`src/rtl/char_motion_ctrl.sv`:
```
// Per-frame player sprite controller: position, facing, animation, shoot and hit/freeze sequencing.
// Optional macro CHAR_WRAP_EN makes walking past a screen edge wrap instead of clamp.
module char_motion_ctrl #(
    parameter int unsigned StartX      = 304,
    parameter int unsigned PosY        = 400,
    parameter int unsigned MinX        = 0,
    parameter int unsigned MaxX        = 608,
    parameter int unsigned Step        = 2,
    parameter int unsigned AnimDiv     = 4,
    parameter int unsigned ShootFrames = 8,
    parameter int unsigned HitFrames   = 64
) (
    input  logic        clk,
    input  logic        resetN,
    input  logic        start_of_frame_i,
    input  logic        left_key_i,
    input  logic        right_key_i,
    input  logic        fire_key_i,
    input  logic        hit_i,
    input  logic        resume_i,
    output logic [10:0] top_left_x_o,
    output logic [10:0] top_left_y_o,
    output logic [1:0]  frame_sel_o,
    output logic        facing_left_o,
    output logic        visible_o,
    output logic        shot_request_o,
    output logic        alive_o
);

    localparam int unsigned AnimW = $clog2(AnimDiv + 1);
    localparam int unsigned CntW  =
        $clog2(HitFrames > ShootFrames ? HitFrames : ShootFrames) + 1;
    localparam logic [10:0] XStart    = 11'(StartX);
    localparam logic [10:0] XMin      = 11'(MinX);
    localparam logic [10:0] XMax      = 11'(MaxX);
    localparam logic [10:0] XStep     = 11'(Step);
    localparam logic [10:0] XLeftThr  = 11'(MinX + Step);
    localparam logic [10:0] XRightThr = 11'(MaxX - Step);

    typedef enum logic [2:0] {StIdle, StWalk, StShoot, StHit, StFrozen} state_e;

    state_e            state_q, state_d;
    logic [10:0]       x_q, x_d;
    logic [1:0]        frame_sel_q, frame_sel_d;
    logic              facing_q, facing_d;
    logic              visible_q, visible_d;
    logic              shot_q, shot_d;
    logic              alive_q, alive_d;
    logic [AnimW-1:0]  anim_cnt_q, anim_cnt_d;
    logic              anim_phase_q, anim_phase_d;
    logic [CntW-1:0]   cnt_q, cnt_d, cnt_inc;
    logic              hit_pend_q, hit_pend_d;
    logic              resume_pend_q, resume_pend_d;
    logic              fire_prev_q, fire_prev_d;

    logic              hit_now, resume_now, fire_edge, accept_hit, enter_hit;
    logic [10:0]       x_left, x_right;

    assign accept_hit = (state_q != StHit) && (state_q != StFrozen);
    assign hit_now    = hit_pend_q | (hit_i & accept_hit);
    assign resume_now = resume_pend_q | (resume_i & (state_q == StFrozen));
    assign fire_edge  = fire_key_i & ~fire_prev_q;
    assign cnt_inc    = cnt_q + 1'b1;

`ifdef CHAR_WRAP_EN
    assign x_left  = (x_q < XLeftThr)  ? XMax : x_q - XStep;
    assign x_right = (x_q > XRightThr) ? XMin : x_q + XStep;
`else
    assign x_left  = (x_q < XLeftThr)  ? XMin : x_q - XStep;
    assign x_right = (x_q > XRightThr) ? XMax : x_q + XStep;
`endif

    always_comb begin
        state_d       = state_q;
        x_d           = x_q;
        frame_sel_d   = frame_sel_q;
        facing_d      = facing_q;
        visible_d     = visible_q;
        shot_d        = 1'b0;
        alive_d       = alive_q;
        anim_cnt_d    = anim_cnt_q;
        anim_phase_d  = anim_phase_q;
        cnt_d         = cnt_q;
        fire_prev_d   = fire_prev_q;
        enter_hit     = 1'b0;
        hit_pend_d    = hit_pend_q | (hit_i & accept_hit);
        resume_pend_d = resume_pend_q | (resume_i & (state_q == StFrozen));

        if (start_of_frame_i) begin
            hit_pend_d    = 1'b0;
            resume_pend_d = 1'b0;
            fire_prev_d   = fire_key_i;
            case (state_q)
                StIdle, StWalk: begin
                    if (hit_now) begin
                        enter_hit = 1'b1;
                    end else if (fire_edge) begin
                        state_d      = StShoot;
                        frame_sel_d  = 2'd3;
                        cnt_d        = '0;
                        shot_d       = 1'b1;
                        anim_cnt_d   = '0;
                        anim_phase_d = 1'b0;
                    end else if (left_key_i ^ right_key_i) begin
                        state_d     = StWalk;
                        x_d         = left_key_i ? x_left : x_right;
                        facing_d    = left_key_i;
                        frame_sel_d = anim_phase_q ? 2'd2 : 2'd1;
                        if (anim_cnt_q == AnimW'(AnimDiv - 1)) begin
                            anim_cnt_d   = '0;
                            anim_phase_d = ~anim_phase_q;
                        end else begin
                            anim_cnt_d = anim_cnt_q + 1'b1;
                        end
                    end else begin
                        state_d      = StIdle;
                        frame_sel_d  = 2'd0;
                        anim_cnt_d   = '0;
                        anim_phase_d = 1'b0;
                    end
                end
                StShoot: begin
                    if (hit_now) begin
                        enter_hit = 1'b1;
                    end else if (cnt_q == CntW'(ShootFrames - 1)) begin
                        state_d     = StIdle;
                        frame_sel_d = 2'd0;
                        cnt_d       = '0;
                    end else begin
                        cnt_d = cnt_inc;
                    end
                end
                StHit: begin
                    if (cnt_q == CntW'(HitFrames - 1)) begin
                        state_d   = StFrozen;
                        visible_d = 1'b1;
                        cnt_d     = '0;
                    end else begin
                        cnt_d     = cnt_inc;
                        // Blink phase flips every 8 frames, starting hidden.
                        visible_d = cnt_inc[3];
                    end
                end
                StFrozen: begin
                    if (resume_now) begin
                        state_d     = StIdle;
                        x_d         = XStart;
                        facing_d    = 1'b0;
                        alive_d     = 1'b1;
                        visible_d   = 1'b1;
                        frame_sel_d = 2'd0;
                    end
                end
                default: state_d = StIdle;
            endcase

            if (enter_hit) begin
                state_d      = StHit;
                alive_d      = 1'b0;
                visible_d    = 1'b0;
                frame_sel_d  = 2'd0;
                cnt_d        = '0;
                anim_cnt_d   = '0;
                anim_phase_d = 1'b0;
            end
        end
    end

    always_ff @(posedge clk or negedge resetN) begin
        if (!resetN) begin
            state_q       <= StIdle;
            x_q           <= XStart;
            frame_sel_q   <= 2'd0;
            facing_q      <= 1'b0;
            visible_q     <= 1'b1;
            shot_q        <= 1'b0;
            alive_q       <= 1'b1;
            anim_cnt_q    <= '0;
            anim_phase_q  <= 1'b0;
            cnt_q         <= '0;
            hit_pend_q    <= 1'b0;
            resume_pend_q <= 1'b0;
            fire_prev_q   <= 1'b0;
        end else begin
            state_q       <= state_d;
            x_q           <= x_d;
            frame_sel_q   <= frame_sel_d;
            facing_q      <= facing_d;
            visible_q     <= visible_d;
            shot_q        <= shot_d;
            alive_q       <= alive_d;
            anim_cnt_q    <= anim_cnt_d;
            anim_phase_q  <= anim_phase_d;
            cnt_q         <= cnt_d;
            hit_pend_q    <= hit_pend_d;
            resume_pend_q <= resume_pend_d;
            fire_prev_q   <= fire_prev_d;
        end
    end

    assign top_left_x_o   = x_q;
    assign top_left_y_o   = 11'(PosY);
    assign frame_sel_o    = frame_sel_q;
    assign facing_left_o  = facing_q;
    assign visible_o      = visible_q;
    assign shot_request_o = shot_q;
    assign alive_o        = alive_q;

endmodule

```
`config.mk`:
```
export PLATFORM = sky130hd
export DESIGN_NAME = char_motion_ctrl
export DESIGN_NICKNAME = d
export VERILOG_FILES = /design/src/rtl/char_motion_ctrl.sv
export SDC_FILE = /design/constraint.sdc
export NUM_CORES = 1
export LEC_CHECK = 0
export BUFFER_PORTS_ARGS = -buffer_cell sky130_fd_sc_hd__clkbuf_2
export CAP_MARGIN = 20
export CORE_MARGIN = 2
export CORE_UTILIZATION = 30
export CTS_BUF_LIST = sky130_fd_sc_hd__clkbuf_4 sky130_fd_sc_hd__clkbuf_8 sky130_fd_sc_hd__clkbuf_16
export DETAILED_ROUTE_END_ITERATION = 10
export RECOVER_POWER = 25
export SLEW_MARGIN = 40
export SYNTH_ARGS = -nofsm -noshare
export SYNTH_HDL_FRONTEND = slang
export SYNTH_SLANG_ARGS = --single-unit
```
`constraint.sdc`:
```
create_clock -name clk -period 5 [get_ports clk]
set_input_delay 0.5 -clock clk [delete_from_list [all_inputs] [get_ports clk]]
set_output_delay 0.5 -clock clk [all_outputs]
set_load 0.01 [all_outputs]
```
Word-level counts from Yosys, hierarchy flattened --
Cells that the tools add are included.
Word-level totals: output and inout port bits 28, register bits after elaboration 34, word-level logic and storage cells 132
Cells by class: order comparisons 2, reduce and logical (&&, ||, !) cells 19, add/subtract/negate cells 4, bitwise logic cells 8, eq/ne operators 21, muxes and demuxes 65
Operators with widths (count):
- 11-bit 2-to-1 mux | 7
- 7-bit 2-to-1 mux | 6
- 3-bit 2-to-1 mux | 12
- 1-bit 2-to-1 mux | 25
- 11-bit case mux with 2 select lines | 1
- 7-bit case mux with 3 select lines | 1
- 2-bit 2-to-1 mux | 9
- 3-bit inequality test, second input constant | 6
- 6-bit AND reduction | 3
- 3-bit case mux with 4 select lines | 1
- 11-bit by 2-bit adder with 11-bit output, second input constant | 1
- 11-bit by 10-bit > comparator with 1-bit output, second input constant | 1
- 11-bit by 2-bit less-than comparator with 1-bit output, second input constant | 1
- 11-bit by 2-bit subtractor with 11-bit output, second input constant | 1
- 3-bit by 2-bit equality test with 1-bit output, second input constant | 3
- 3-bit AND reduction | 3
- 2-bit inequality test, second input constant | 4
- 2-bit nonzero test | 4
- 4-bit nonzero test | 2
- 7-bit by 1-bit adder with 7-bit output, second input constant | 1
- 7-bit by 3-bit equality test with 1-bit output, second input constant | 1
- 7-bit by 6-bit equality test with 1-bit output, second input constant | 1
- 3-bit by 2-bit inequality test with 1-bit output, second input constant | 2
- 2-bit case mux with 3 select lines | 1
- 17 further kinds | 22

Longest topological paths before layout --
Gate-level depths: netlist of the first run.
depth after elaboration 9, depth in mapped cells 7, mapped depth without buffers 7

Least setup slack after synthesis of the first run --
Ideal clock, no wire load.
path type register -> register, start register x_q[1], in the netlist top_left_x_o[1], end register x_q[6], in the netlist top_left_x_o[6], data required time 4.870 ns, arrival time 1.716 ns, slack 3.154 ns, stages on the path, launching flop included 6, setup time 0.130 ns, path through dfrtp_1 or4_4 or3_1 a21o_1 a22oi_1 o22ai_1
On the way: longest elaborated chain between the ends 7
RTL lines:
- start: declaration | RTL line 43 | logic [10:0] x_q, x_d;
- start signal: assignment | RTL line 172 | x_q <= XStart;
- 11-bit by 2-bit adder with 11-bit output (tied with other cells) | RTL line 70 | assign x_right = (x_q > XRightThr) ? XMax : x_q + XStep;
- 11-bit 2-to-1 mux, on equally long branches | RTL line 70, 69
- 11-bit 2-to-1 mux (*) | RTL line 106 | x_d = left_key_i ? x_left : x_right;
- 11-bit 2-to-1 mux (*) | RTL line 104 | end else if (left_key_i ^ right_key_i) begin
- 11-bit 2-to-1 mux (*) | RTL line 97 | end else if (fire_edge) begin
- 11-bit 2-to-1 mux (*) | RTL line 95 | if (hit_now) begin
- 11-bit case mux with 2 select lines (*) | RTL line 93 | case (state_q)
Mark *: on every way between the ends. The rest lies on a longest branch, timed or not. The select of a mux whose other input is x is not followed. A chain may end at the register's enable or synchronous reset.

Worst setup path after layout of the first run --
start register cnt_q[0], end register cnt_q[3]
On the way: longest elaborated chain between the ends 5
RTL lines:
- start: declaration | RTL line 51 | logic [CntW-1:0] cnt_q, cnt_d, cnt_inc;
- start signal: assignment | RTL line 194 | cnt_q <= cnt_d;
- 7-bit by 1-bit adder with 7-bit output or 7-bit by 3-bit equality test with 1-bit output (tied branches) | RTL line 63, 125
- 7-bit 2-to-1 mux | RTL line 125 | end else if (cnt_q == CntW'(ShootFrames - 1)) begin
- 7-bit 2-to-1 mux | RTL line 123 | if (hit_now) begin
- 7-bit case mux with 3 select lines (*) | RTL line 93
- 7-bit 2-to-1 mux (*) | RTL line 157 | if (enter_hit) begin
Marks and branches as above.

==> results of run 1 <==
[stage by stage]
step	area, µm²	util	instances	setup WS, ps
after CTS	2530	0.3469	383	2849
after floorplan	2317	-	276	3154
after detailed placement	2419	0.3317	375	2746
after global placement	2416	0.3313	375	2780
final	2526	0.3464	383	2853
after global routing	2526	0.3464	383	2615
[metal layers]
metal / routed length [µm] / track usage
met1: 2519 / 0.1897
met2: 2651 / 0.2259
met3: 413 / 0.03071
met4: 93 / 0.05303
met5: 0 / 0
[worst max-delay path, cell delays in order (launching register included)]
cell and delay (ps):
dfrtp_1 380, ha_1 270, nand3b_1 120, nor2_1 250, a2bb2oi_1 520, nor2_1 170
a221o_1 320
[cell usage after synthesis (2+ instances only)]
library cell and count:
clkbuf_1 6, or3_1 4, mux2_2 4, nand3b_1 2
a22o_1 5, and3_1 2, o31ai_1 2, conb_1 2
nor4b_1 2, buf_4 13, dfstp_2 5, nor2_1 25
nor2b_1 6, a21oi_2 2, ha_1 4, a21o_1 3
nor3_1 6, o21a_1 6, o311ai_0 2, and4_1 2
a31oi_1 7, nand3_1 13, a41o_1 3, o211ai_1 2
nand2_1 24, o21ai_2 2, a21oi_1 10, buf_2 4
inv_1 9, o21bai_1 2, mux2i_1 2, nor4_1 5
a41oi_1 2, nand4_1 5, dfrtp_1 28, o21ai_0 18
[cell type report]
type                    count  area, µm²
fillers                   775       4766
multi-input cells         211       1311
repair buffers             23      113.9
clock inverters             2      35.03
clock buffers               6      76.32
well taps                  99      123.9
inverters                   9      33.78
flip-flops and latches     33      832.0
[kinds of logic after synthesis]
group	count (synthesis)	share of synthesized area
AO/OA/AOI/OAI	81	0.2530
XOR/XNOR	2	0.007685
adder cells (fa/ha/maj)	4	0.02195
buffers and inverters	32	0.07629
flip-flops	33	0.3650
multiplexers	6	0.02854
other	2	0.003294
AND/OR/NAND/NOR	106	0.2442
[power groups by stage]
stage	clock network (mW)	logic, mW	registers, mW
floorplan	0	0.455	0.464
detailed placement	0	0.563	0.519
global placement	0	0.564	0.516
finish	0.259	0.562	0.516
global route	0.277	0.633	0.539
CTS	0.263	0.564	0.515
[final timing paths]
| kind | to | depth (start not counted) | slack (ps) |
|---|---|---|---|
| worst max-delay path | cnt_q[3]$_DFFE_PN0P_ | 6 | 2850 |
| worst min-delay path | resume_pend_q$_DFF_PN0_ | 3 | 470 |
| worst max register to register | cnt_q[3]$_DFFE_PN0P_ | 6 | 2850 |
| worst min register to register | resume_pend_q$_DFF_PN0_ | 2 | 480 |
| max in group asynchronous | fire_prev_q$_DFFE_PN0P_ | 1 | 3260 |
| min in group asynchronous | top_left_x_o[9]$_DFFE_PN0P_ | 1 | 690 |
[state kept, by name, indices dropped and copies added (netlist names)]
signal	count
alive_o	1
anim_cnt_q	3
anim_phase_q	1
cnt_q	7
facing_left_o	1
fire_prev_q	1
frame_sel_o	2
hit_pend_q	1
resume_pend_q	1
shot_request_o	1
state_q	3
top_left_x_o	10
visible_o	1
[cell usage in the layout, fill, tap and decap left out, drive strengths merged, types with 5 or more instances in the layout]
cell type / netlist / routed
nor2b: 6 / 6
nor3: 6 / 6
a22o: 5 / 5
a31oi: 8 / 8
inv: 9 / 9
nand2: 24 / 24
nand4: 5 / 5
clkbuf: 6 / 29
dfstp: 5 / 5
a21oi: 12 / 12
conb: 2 / 12
nor2: 25 / 25
o21ai: 21 / 21
dfrtp: 28 / 28
o21a: 6 / 6
nor4: 5 / 5
nand3: 13 / 13
==> impl_summary.txt, run 1 <==
----------------------------------------------------
[Power and ir drop]
  Internal power component ... between 0.7 and 0.8 mW
  Max VDD drop ... 0.0002449 V
  Pwr per Cell Area ... 529.2 nW/µm²
  Sequential fraction of design power ... 0.386
  PnR Total Power ... 1.337 mW
  Logic pwr share ... 0.421
  Power dissipated by switching net loads ... between 0.5 and 0.6 mW
  Clock power share ... 0.194
  Leakage component of the power ... roughly 1.1 nW
  Sw Share ... 0.4280

[Placement]
  Routability-driven placement congestion ratio ... 0.9066
  DP Wirelength ... between 4000 and 5000 µm
  Count of buffers from port buffering ... 23

[Run status]
  Outcome ... finished, violations left
  Violated checks ... capacitance limit, slew limit

[Clock tree]
  TritonCTS buffer count ... 5
  Maximum clock path buffer count ... 2
  Count of buffers added by post-CTS timing repair for setup ... 0
  Clock tree from TritonCTS ... yes
  Count of hold buffers inserted by post-cts repair ... 0
  Number of gates resized after CTS ... 0
  Clock transition at the registers of the reported paths ... 80 ps
  Number of clock sinks ... 33
  Level count of the clock H-tree ... 2
  Root Buffer ... clkbuf_8
  Latest clock arrival within the worst-skew pair ... 290 ps

[Run]
  Max-cap violations ... 1

[Floorplanning]
  Area of the core ... 7292 µm²
  Floorplan die area ... 8312 µm²
  Number of top-level pins ... 36
  Initial core utilization ... 0.3126
  Vertical die dimension ... 91.17 µm
  Die outline width ... 91.17 µm
  Num rows ... 31

[GRT]
  Pin count of the biggest net entering global routing ... 34
  Initial antenna violation count ... 0
  Number of global-route vias before repair ... 1936
  Total global-route track usage ... 0.1422
  Total congestion overflow after global routing ... 0
  Wire length of the first global-routing pass ... about 9600 µm

[Critical path]
  Data arrival at the endpoint of the critical path ... 2330 ps
  Reg2Reg Launch Point ... cnt_q[0]$_DFFE_PN0P_
  Crit Path Category ... reg2reg
  Required arrival time at the worst endpoint ... 5180 ps
  Crit path from ... cnt_q[0]$_DFFE_PN0P_
  Peak fanout along the critical path ... 7
  Worst Setup End Kind ... flop
  Startpoint types ... flop

[Layout]
  Layout cell share with drive strength beyond 1 ... 0.1725
  N_diodes ... 0
  Area Growth Syn to Fin ... 10.81%
  Net count of the finished layout ... between 200 and 300

[Synthesis]
  Top_reg_cell synth ... dfrtp_1
  Yosys warns ... 0
  Syn Inst Count ... 266
  Mapped Area ... 2280 µm²
  Top area cells in the synthesized netlist ... dfrtp_1 (31%), dfstp_2 (5.8%), buf_4 (4.3%), nor2_1 (4.1%), o21ai_0 (4.0%)
  EDFF count, synth ... 0
  Post-synthesis sequential area ratio ... 0.3650
  Mean Syn Cell Area ... 8.570 µm²
  Cell type with the largest total area after synthesis ... dfrtp_1
  Total of flip-flops plus latches after synthesis ... 33
  Post-synth ARST share ... 1.000
  Count of distinct cell types in the synthesized netlist ... 63
  Share of the synthesized area in the top cell type ... 0.3074

[Timing]
  Number of max-slew violations in the final report ... 34
  Setup TNS after final layout ... 0 ps
  Final Hold Violating Endpoints ... 0
  Remaining max-slew budget at the tightest pin ... -0.2120
  Final period demand of the worst path ... 2147 ps
  Final worst path period share ... 0.4295
  Post-Route Skew ... slightly above 7 ps
  RSZ-0062 raised after global routing ... false
  Top achievable clock speed ... 465.7 MHz
  Finish-stage setup viols ... 0
  Slew at the pin closest to its max-slew limit ... 1818 ps
  Hold WS ... ~470 ps

[Route]
  Post-DRT Antenna Nets ... 0
  Drt wl/cell ... about 15 µm
  DRC violation count after routing ... 0
  Number of vias per cell ... roughly 5.5
  Sum of routed wire length over all layers ... between 5000 and 6000 µm
  Number of detailed-route iterations in the first pass ... 5
  DRT iter0 DRCs ... 127
  Via total after detailed routing ... approximately 2100

[Worst hold path]
  Worst min-delay path class ... in2reg
  HP Start ... resume_i

----------------------------------------------------
Power figures use the tool's default switching activity.
==> inputs of run 2 (changes only) <==
==> constraint.sdc (replaced) <==
create_clock -name clk -period 2 [get_ports clk]
set_input_delay 0.2 -clock clk [delete_from_list [all_inputs] [get_ports clk]]
set_output_delay 0.2 -clock clk [all_outputs]
set_load 0.01 [all_outputs]
==> run 2 against run 1 <==
Effect of this change: the flow now finishes without violations; clock-buffer cell count stayed put; routed wire length grew 2.8%; largest power group unchanged; clock power rose to 2.7 times the previous value; combinational power rose to 3.0 times the previous value; die area unchanged; critical path depth decreased by 1; critical endpoint is now top_left_x_o[6]$_DFFE_PN0P_; fmax rose by 13%; sequential power up 140%; sequential share of layout area decreased by 2.6 points.
==> impl_summary.txt, run 2 (same netlist as run 1, synthesis figures left out) <==
----------------------------------------------------
[Route]
  DRC violation count after routing ... 0
  DRT iter0 DRCs ... 78
  Sum of routed wire length over all layers ... around 5800 µm
  Number of detailed-route iterations in the first pass ... 4
  Via total after detailed routing ... 2174
  Number of vias per cell ... 5.302
  Drt wl/cell ... 14.23 µm
  Post-DRT Antenna Nets ... 0

[Clock tree]
  Latest clock arrival within the worst-skew pair ... 300 ps
  Clock transition at the registers of the reported paths ... 80 ps
  Count of buffers added by post-CTS timing repair for setup ... 0
  Number of clock sinks ... 33
  Root Buffer ... clkbuf_8
  Level count of the clock H-tree ... 2
  Clock tree from TritonCTS ... yes
  TritonCTS buffer count ... 5
  Maximum clock path buffer count ... 2

[Power and ir drop]
  Leakage component of the power ... 1.199 nW
  Pwr per Cell Area ... 1314 nW/µm²
  Sequential fraction of design power ... 0.337
  Logic pwr share ... 0.472
  Power dissipated by switching net loads ... 1.489 mW
  Max VDD drop ... 0.0005611 V
  Internal power component ... 2.125 mW
  Clock power share ... 0.191
  Sw Share ... 0.4120

[Layout]
  Layout cell share with drive strength beyond 1 ... 0.2412
  N_diodes ... 0
  Multi-input combinational cell area ... 1324 µm²
  Net count of the finished layout ... 322
  Footprint of the flip-flops and latches ... 833.3 µm²
  Core occupancy in the finished layout ... 0.3771
  Commonest cells after routing, fill and taps aside ... dfrtp_1 (27), buf_4 (26), nor2_1 (25)
  Max FFs per register ... 10
  Most common library cell in the layout ignoring fill and taps ... dfrtp_1
  Area Growth Syn to Fin ... 20.64%
  Number of fillers in the final layout ... 738

[Critical path]
  Crit Path Category ... reg2reg
  Critical R2R Capture ... top_left_x_o[6]$_DFFE_PN0P_
  Worst Setup End Kind ... flop
  Data arrival at the endpoint of the critical path ... between 2000 and 2500 ps
  Peak fanout along the critical path ... 7
  Cell type group with the largest total delay on the critical path ... simple AND/OR/NAND/NOR gates
  Internal reg-to-reg setup slack ... between 100 and 150 ps
  R2R cell count ... 5
  Slowest stage delay, CP ... 570 ps
  Startpoint types ... flop
  List of cells traversed by the critical path ... or4_4, or3_1, a21o_1, a22oi_1, o22ai_1
  Required arrival time at the worst endpoint ... 2190 ps
  Buffering stage count on the worst path with inverters included ... 0
  Critical-path cell with the highest stage delay ... or4_4
  Reg2Reg Launch Point ... top_left_x_o[1]$_DFFE_PN0P_

[GRT]
  Wire length of the first global-routing pass ... between 9000 and 10000 µm
  Pin count of the biggest net entering global routing ... 18
  Initial antenna violation count ... 0
  Total global-route track usage ... 0.1469
  Number of global-route vias before repair ... 2031
  Total congestion overflow after global routing ... 0

[Worst hold path]
  Worst Hold Depth ... 3
  HP Start ... resume_i
  Hold Path Sink ... resume_pend_q$_DFF_PN0_
  Worst min-delay path class ... in2reg

[Timing]
  Hold WS ... about 150 ps
  Post-Route Skew ... 14.90 ps
  Number of max-slew violations in the final report ... 0
  Top achievable clock speed ... 526.6 MHz
  Final Hold Violating Endpoints ... 0
  Setup TNS after final layout ... 0 ps
  Finish-stage setup viols ... 0
  Remaining max-slew budget at the tightest pin ... 0.3333
  Final worst path period share ... 0.9494
  RSZ-0062 raised after global routing ... false
  Final period demand of the worst path ... 1899 ps
  Slew at the pin closest to its max-slew limit ... between 1000 and 1500 ps

[Floorplanning]
  Floorplan die area ... 8312 µm²
  Die outline width ... 91.17 µm
  Initial core utilization ... 0.3126
  Number of top-level pins ... 36
  Vertical die dimension ... 91.17 µm
  Num rows ... 31
  Area of the core ... 7292 µm²

[Placement]
  Count of buffers from port buffering ... 23
  DP Wirelength ... 4391 µm
  Routability-driven placement congestion ratio ... 0.8871

[Run]
  Max-cap violations ... 0

[Run status]
  Outcome ... completed

----------------------------------------------------
[run 2: cell count changes in the layout (fill, tap and decap cells not counted), sizes merged]
cell / previous run / this run
buf: 0 / 26
clkinv: 1 / 0
clkinvlp: 0 / 1
dlygate4sd3: 0 / 1
[run 2: timing repair]
item	CTS	global route
setup endpoints to repair	0	3
hold endpoints to repair	14	0
hold buffers	1	0
gates resized for setup	0	4
[run 2: metrics by stage]
| stage | total power, mW | worst slack, ps | cells | cell area (µm²) |
|---|---|---|---|---|
| CTS | 3.614 | 94.43 | 410 | 2741 |
| detailed placement | 2.912 | 103.2 | 401 | 2611 |
| global placement | 2.898 | 160.4 | 401 | 2611 |
| floorplan | 2.297 | 154.2 | 276 | 2317 |
| global route | 3.908 | 13.29 | 410 | 2750 |
| finish | 3.615 | 101.2 | 410 | 2750 |
[run 2: metal layers]
| layer | global-route usage | routed length, µm | vias to the layer above |
|---|---|---|---|
| met5 | 0 | 0 | - |
| met2 | 0.2309 | 2652 | 56 |
| met4 | 0.05051 | 63 | 0 |
| met3 | 0.03568 | 304 | 6 |
| met1 | 0.1973 | 2815 | 1045 |
| li1 | - | - | 1067 |
[run 2: power by group through the flow]
stage / clock network [mW] / registers, mW / logic [mW]
6_report: 0.690 / 1.22 / 1.71
5_1_grt: 0.732 / 1.26 / 1.91
4_1_cts: 0.703 / 1.21 / 1.70
3_5_place_dp: 0 / 1.22 / 1.69
3_3_place_gp: 0 / 1.22 / 1.68
2_1_floorplan: 0 / 1.16 / 1.14
[run 2: layout make-up]
class | instances | area share
Clock inverter | 2 | 0.01365
Clock buffer | 6 | 0.03003
Sequential cell | 33 | 0.3030
Tap cell | 99 | 0.04504
Inverter | 9 | 0.01228
Timing Repair Buffer | 50 | 0.1146
Multi-Input combinational cell | 211 | 0.4813
[run 2: worst max-delay path by stage]
stage,startpoint,end,slack [ps],cells after the start
after floorplan,top_left_x_o[1]$_DFFE_PN0P_,top_left_x_o[6]$_DFFE_PN0P_,150,5
final,top_left_x_o[1]$_DFFE_PN0P_,top_left_x_o[6]$_DFFE_PN0P_,100,5
after CTS,top_left_x_o[1]$_DFFE_PN0P_,top_left_x_o[6]$_DFFE_PN0P_,90,5
after detailed placement,top_left_x_o[1]$_DFFE_PN0P_,top_left_x_o[6]$_DFFE_PN0P_,100,5
after global placement,top_left_x_o[1]$_DFFE_PN0P_,top_left_x_o[6]$_DFFE_PN0P_,160,5
after global routing,top_left_x_o[1]$_DFFE_PN0P_,top_left_x_o[6]$_DFFE_PN0P_,10,5
[run 2: worst register-to-register path: cells and delay by family (launching register included)]
family | cells | cell delay, ps
compound gates | 3 | 450
simple gates | 2 | 890
flops | 1 | 460
==> inputs of run 3 (changes only) <==
--- a/config.mk
+++ b/config.mk
@@ -5,12 +5,14 @@
 export SDC_FILE = /design/constraint.sdc
 export NUM_CORES = 1
 export LEC_CHECK = 0
-export BUFFER_PORTS_ARGS = -buffer_cell sky130_fd_sc_hd__clkbuf_2
 export CAP_MARGIN = 20
-export CORE_MARGIN = 2
+export CELL_PAD_IN_SITES_DETAIL_PLACEMENT = 0
+export CELL_PAD_IN_SITES_GLOBAL_PLACEMENT = 1
 export CORE_UTILIZATION = 30
 export CTS_BUF_LIST = sky130_fd_sc_hd__clkbuf_4 sky130_fd_sc_hd__clkbuf_8 sky130_fd_sc_hd__clkbuf_16
 export DETAILED_ROUTE_END_ITERATION = 10
+export DONT_BUFFER_PORTS = 1
+export PLACE_DENSITY_LB_ADDON = 0.1
 export RECOVER_POWER = 25
 export SLEW_MARGIN = 40
 export SYNTH_ARGS = -nofsm -noshare
==> run 3 against run 2 <==
Effect of this change: via count is 4.5% lower; setup slack worse by 25 ps; clock power is 17% lower; final cell count is 4.6% lower.
==> impl_summary.txt, run 3 (same netlist as run 1, synthesis figures left out) <==
----------------------------------------------------
[Run status]
  Outcome ... completed

[Power and ir drop]
  Clock power share ... 0.167
  Leakage component of the power ... about 1.1 nW
  Sequential fraction of design power ... 0.382
  Sw Share ... 0.4266
  Pwr per Cell Area ... 1288 nW/µm²
  Max VDD drop ... 0.0003955 V
  Power dissipated by switching net loads ... 1.461 mW
  Internal power component ... 1.964 mW
  Logic pwr share ... 0.451

[Route]
  DRC violation count after routing ... 0
  Drt wl/cell ... 16.58 µm
  DRT iter0 DRCs ... 69
  Sum of routed wire length over all layers ... about 6500 µm
  Post-DRT Antenna Nets ... 0
  Via total after detailed routing ... 2077
  Number of vias per cell ... 5.312
  Number of detailed-route iterations in the first pass ... 4

[Timing]
  Remaining max-slew budget at the tightest pin ... 0.4235
  Top achievable clock speed ... 519.9 MHz
  Worst path setup slack after routing ... 76.38 ps
  Final Hold Violating Endpoints ... 0
  Slew at the pin closest to its max-slew limit ... 864.7 ps
  Post-Route Skew ... between 5 and 6 ps
  Final worst path period share ... 0.9618
  Finish-stage setup viols ... 0
  Hold WS ... 46.66 ps
  Final period demand of the worst path ... 1924 ps
  Number of max-slew violations in the final report ... 0

[Critical path]
  Peak fanout along the critical path ... 10
  List of cells traversed by the critical path ... ha_1, and3_1, a21oi_4, o21ai_2, or4_1, o31ai_1
  Startpoint types ... flop
  Data arrival at the endpoint of the critical path ... approximately 2100 ps
  Critical-path cell with the highest stage delay ... or4_1
  Slowest stage delay, CP ... 500 ps
  Worst Setup End Kind ... flop
  Crit Path Category ... reg2reg
  Required arrival time at the worst endpoint ... 2180 ps

[GRT]
  Wire length of the first global-routing pass ... 10700 µm
  Total congestion overflow after global routing ... 0
  Pin count of the biggest net entering global routing ... 34
  Number of global-route vias before repair ... 2039
  Initial antenna violation count ... 0
  Total global-route track usage ... 0.1791

[Floorplanning]
  Number of top-level pins ... 36
  Vertical die dimension ... 89.17 µm
  Area of the core ... ~7300 µm²
  Initial core utilization ... 0.3126
  Num rows ... 31
  Floorplan die area ... 7951 µm²
  Die outline width ... 89.17 µm

[Clock tree]
  Latest clock arrival within the worst-skew pair ... 290 ps
  Root Buffer ... clkbuf_8
  TritonCTS buffer count ... 5
  Maximum clock path buffer count ... 2
  Clock transition at the registers of the reported paths ... 70 ps
  Clock tree from TritonCTS ... yes
  Number of clock sinks ... 33
  Level count of the clock H-tree ... 2

[Layout]
  Layout cell share with drive strength beyond 1 ... 0.2055
  Number of fillers in the final layout ... about 790
  N_diodes ... 0
  Final non-filler cell total ... 391
  Most common library cell in the layout ignoring fill and taps ... buf_4
  Area Growth Syn to Fin ... 16.63%
  Net count of the finished layout ... between 300 and 400
  Max FFs per register ... 10
  Commonest cells after routing, fill and taps aside ... buf_4 (28), dfrtp_1 (26), nor2_1 (25)

[Placement]
  DP Wirelength ... 4728 µm
  Count of buffers from port buffering ... 0
  Routability-driven placement congestion ratio ... 0.7552
  Worst slack, placed ... 49.68 ps
  Placed instance count ... 380

[Worst hold path]
  Worst min-delay path class ... in2reg

[Run]
  Max-cap violations ... 0

----------------------------------------------------
[run 3: changes by cell type in the layout (fill, tap and decap cells not counted), sizes merged]
| cell | previous run | this run |
|---|---|---|
| buf | 26 | 28 |
| bufinv | 1 | 0 |
| clkbuf | 29 | 8 |
| clkinv | 0 | 1 |
| clkinvlp | 1 | 0 |
| dlygate4sd3 | 1 | 2 |
[run 3: worst paths after layout]
kind / startpoint / end / slack (ps) / cells after the start
worst max-delay path: top_left_x_o[2]$_DFFE_PN0P_ / top_left_x_o[3]$_DFFE_PN0P_ / 80 / 6
worst min-delay path: start_of_frame_i / visible_o$_DFFE_PN1P_ / 50 / 2
worst max register to register: top_left_x_o[2]$_DFFE_PN0P_ / top_left_x_o[3]$_DFFE_PN0P_ / 80 / 6
worst min register to register: anim_cnt_q[1]$_DFFE_PN0P_ / anim_cnt_q[1]$_DFFE_PN0P_ / 490 / 2
max in group asynchronous: resetN / top_left_x_o[1]$_DFFE_PN0P_ / 830 / 2
min in group asynchronous: resetN / top_left_x_o[6]$_DFFE_PN0P_ / 580 / 2
[run 3: repair_timing]
item | 4_1_cts | 5_1_grt
gates resized for setup | 0 | 6
endpoints found under the hold margin | 36 | 0
hold buffers | 3 | 0
endpoints found under the setup margin | 0 | 7
buffers inserted | 0 | 0
[run 3: per-stage QoR]
step | power (mW) | area, µm² | util | setup TNS [ps]
after floorplan | 2.297 | 2317 | - | 0
after global placement | 2.848 | 2511 | 0.3444 | 0
after detailed placement | 2.809 | 2511 | 0.3444 | 0
after CTS | 3.432 | 2653 | 0.3638 | 0
after global routing | 3.724 | 2659 | 0.3646 | -6.327
final | 3.425 | 2659 | 0.3646 | 0
[run 3: layout make-up]
| type | instances | area, µm² | share of cell area |
|---|---|---|---|
| Multi-Input combinational cell | 211 | 1330 | 0.5002 |
| Sequential cell | 33 | 834.6 | 0.3139 |
| Timing Repair Buffer | 31 | 235.2 | 0.08847 |
| Tap cell | 99 | 123.9 | 0.04659 |
| Clock buffer | 7 | 96.34 | 0.03624 |
| Inverter | 9 | 33.78 | 0.01271 |
| Clock inverter | 1 | 5.005 | 0.001882 |
[run 3: worst max-delay path, delay by kind of cell, from the launching register on]
| kind | cells | cell delay (ps) |
|---|---|---|
| and+or+nand+nor | 2 | 700 |
| adders and majority gates | 1 | 250 |
| AOI/OAI and AO/OA | 3 | 400 |
| DFF | 1 | 480 |
[run 3: layer usage]
layer / global-route usage / vias up / wire length, µm
met1: 0.2198 / 1011 / 2884
met4: 0.05772 / 0 / 102
met5: 0 / - / 0
li1: - / 1019 / -
met3: 0.04617 / 7 / 335
met2: 0.3067 / 40 / 3159
[run 3: power by group through the flow]
stage          logic, mW  registers [mW]  clock network (mW)
4_1_cts             1.53            1.30               0.602
3_5_place_dp        1.50            1.31                   0
3_3_place_gp        1.53            1.32                   0
5_1_grt             1.74            1.36               0.628
2_1_floorplan       1.14            1.16                   0
6_report            1.54            1.31               0.573
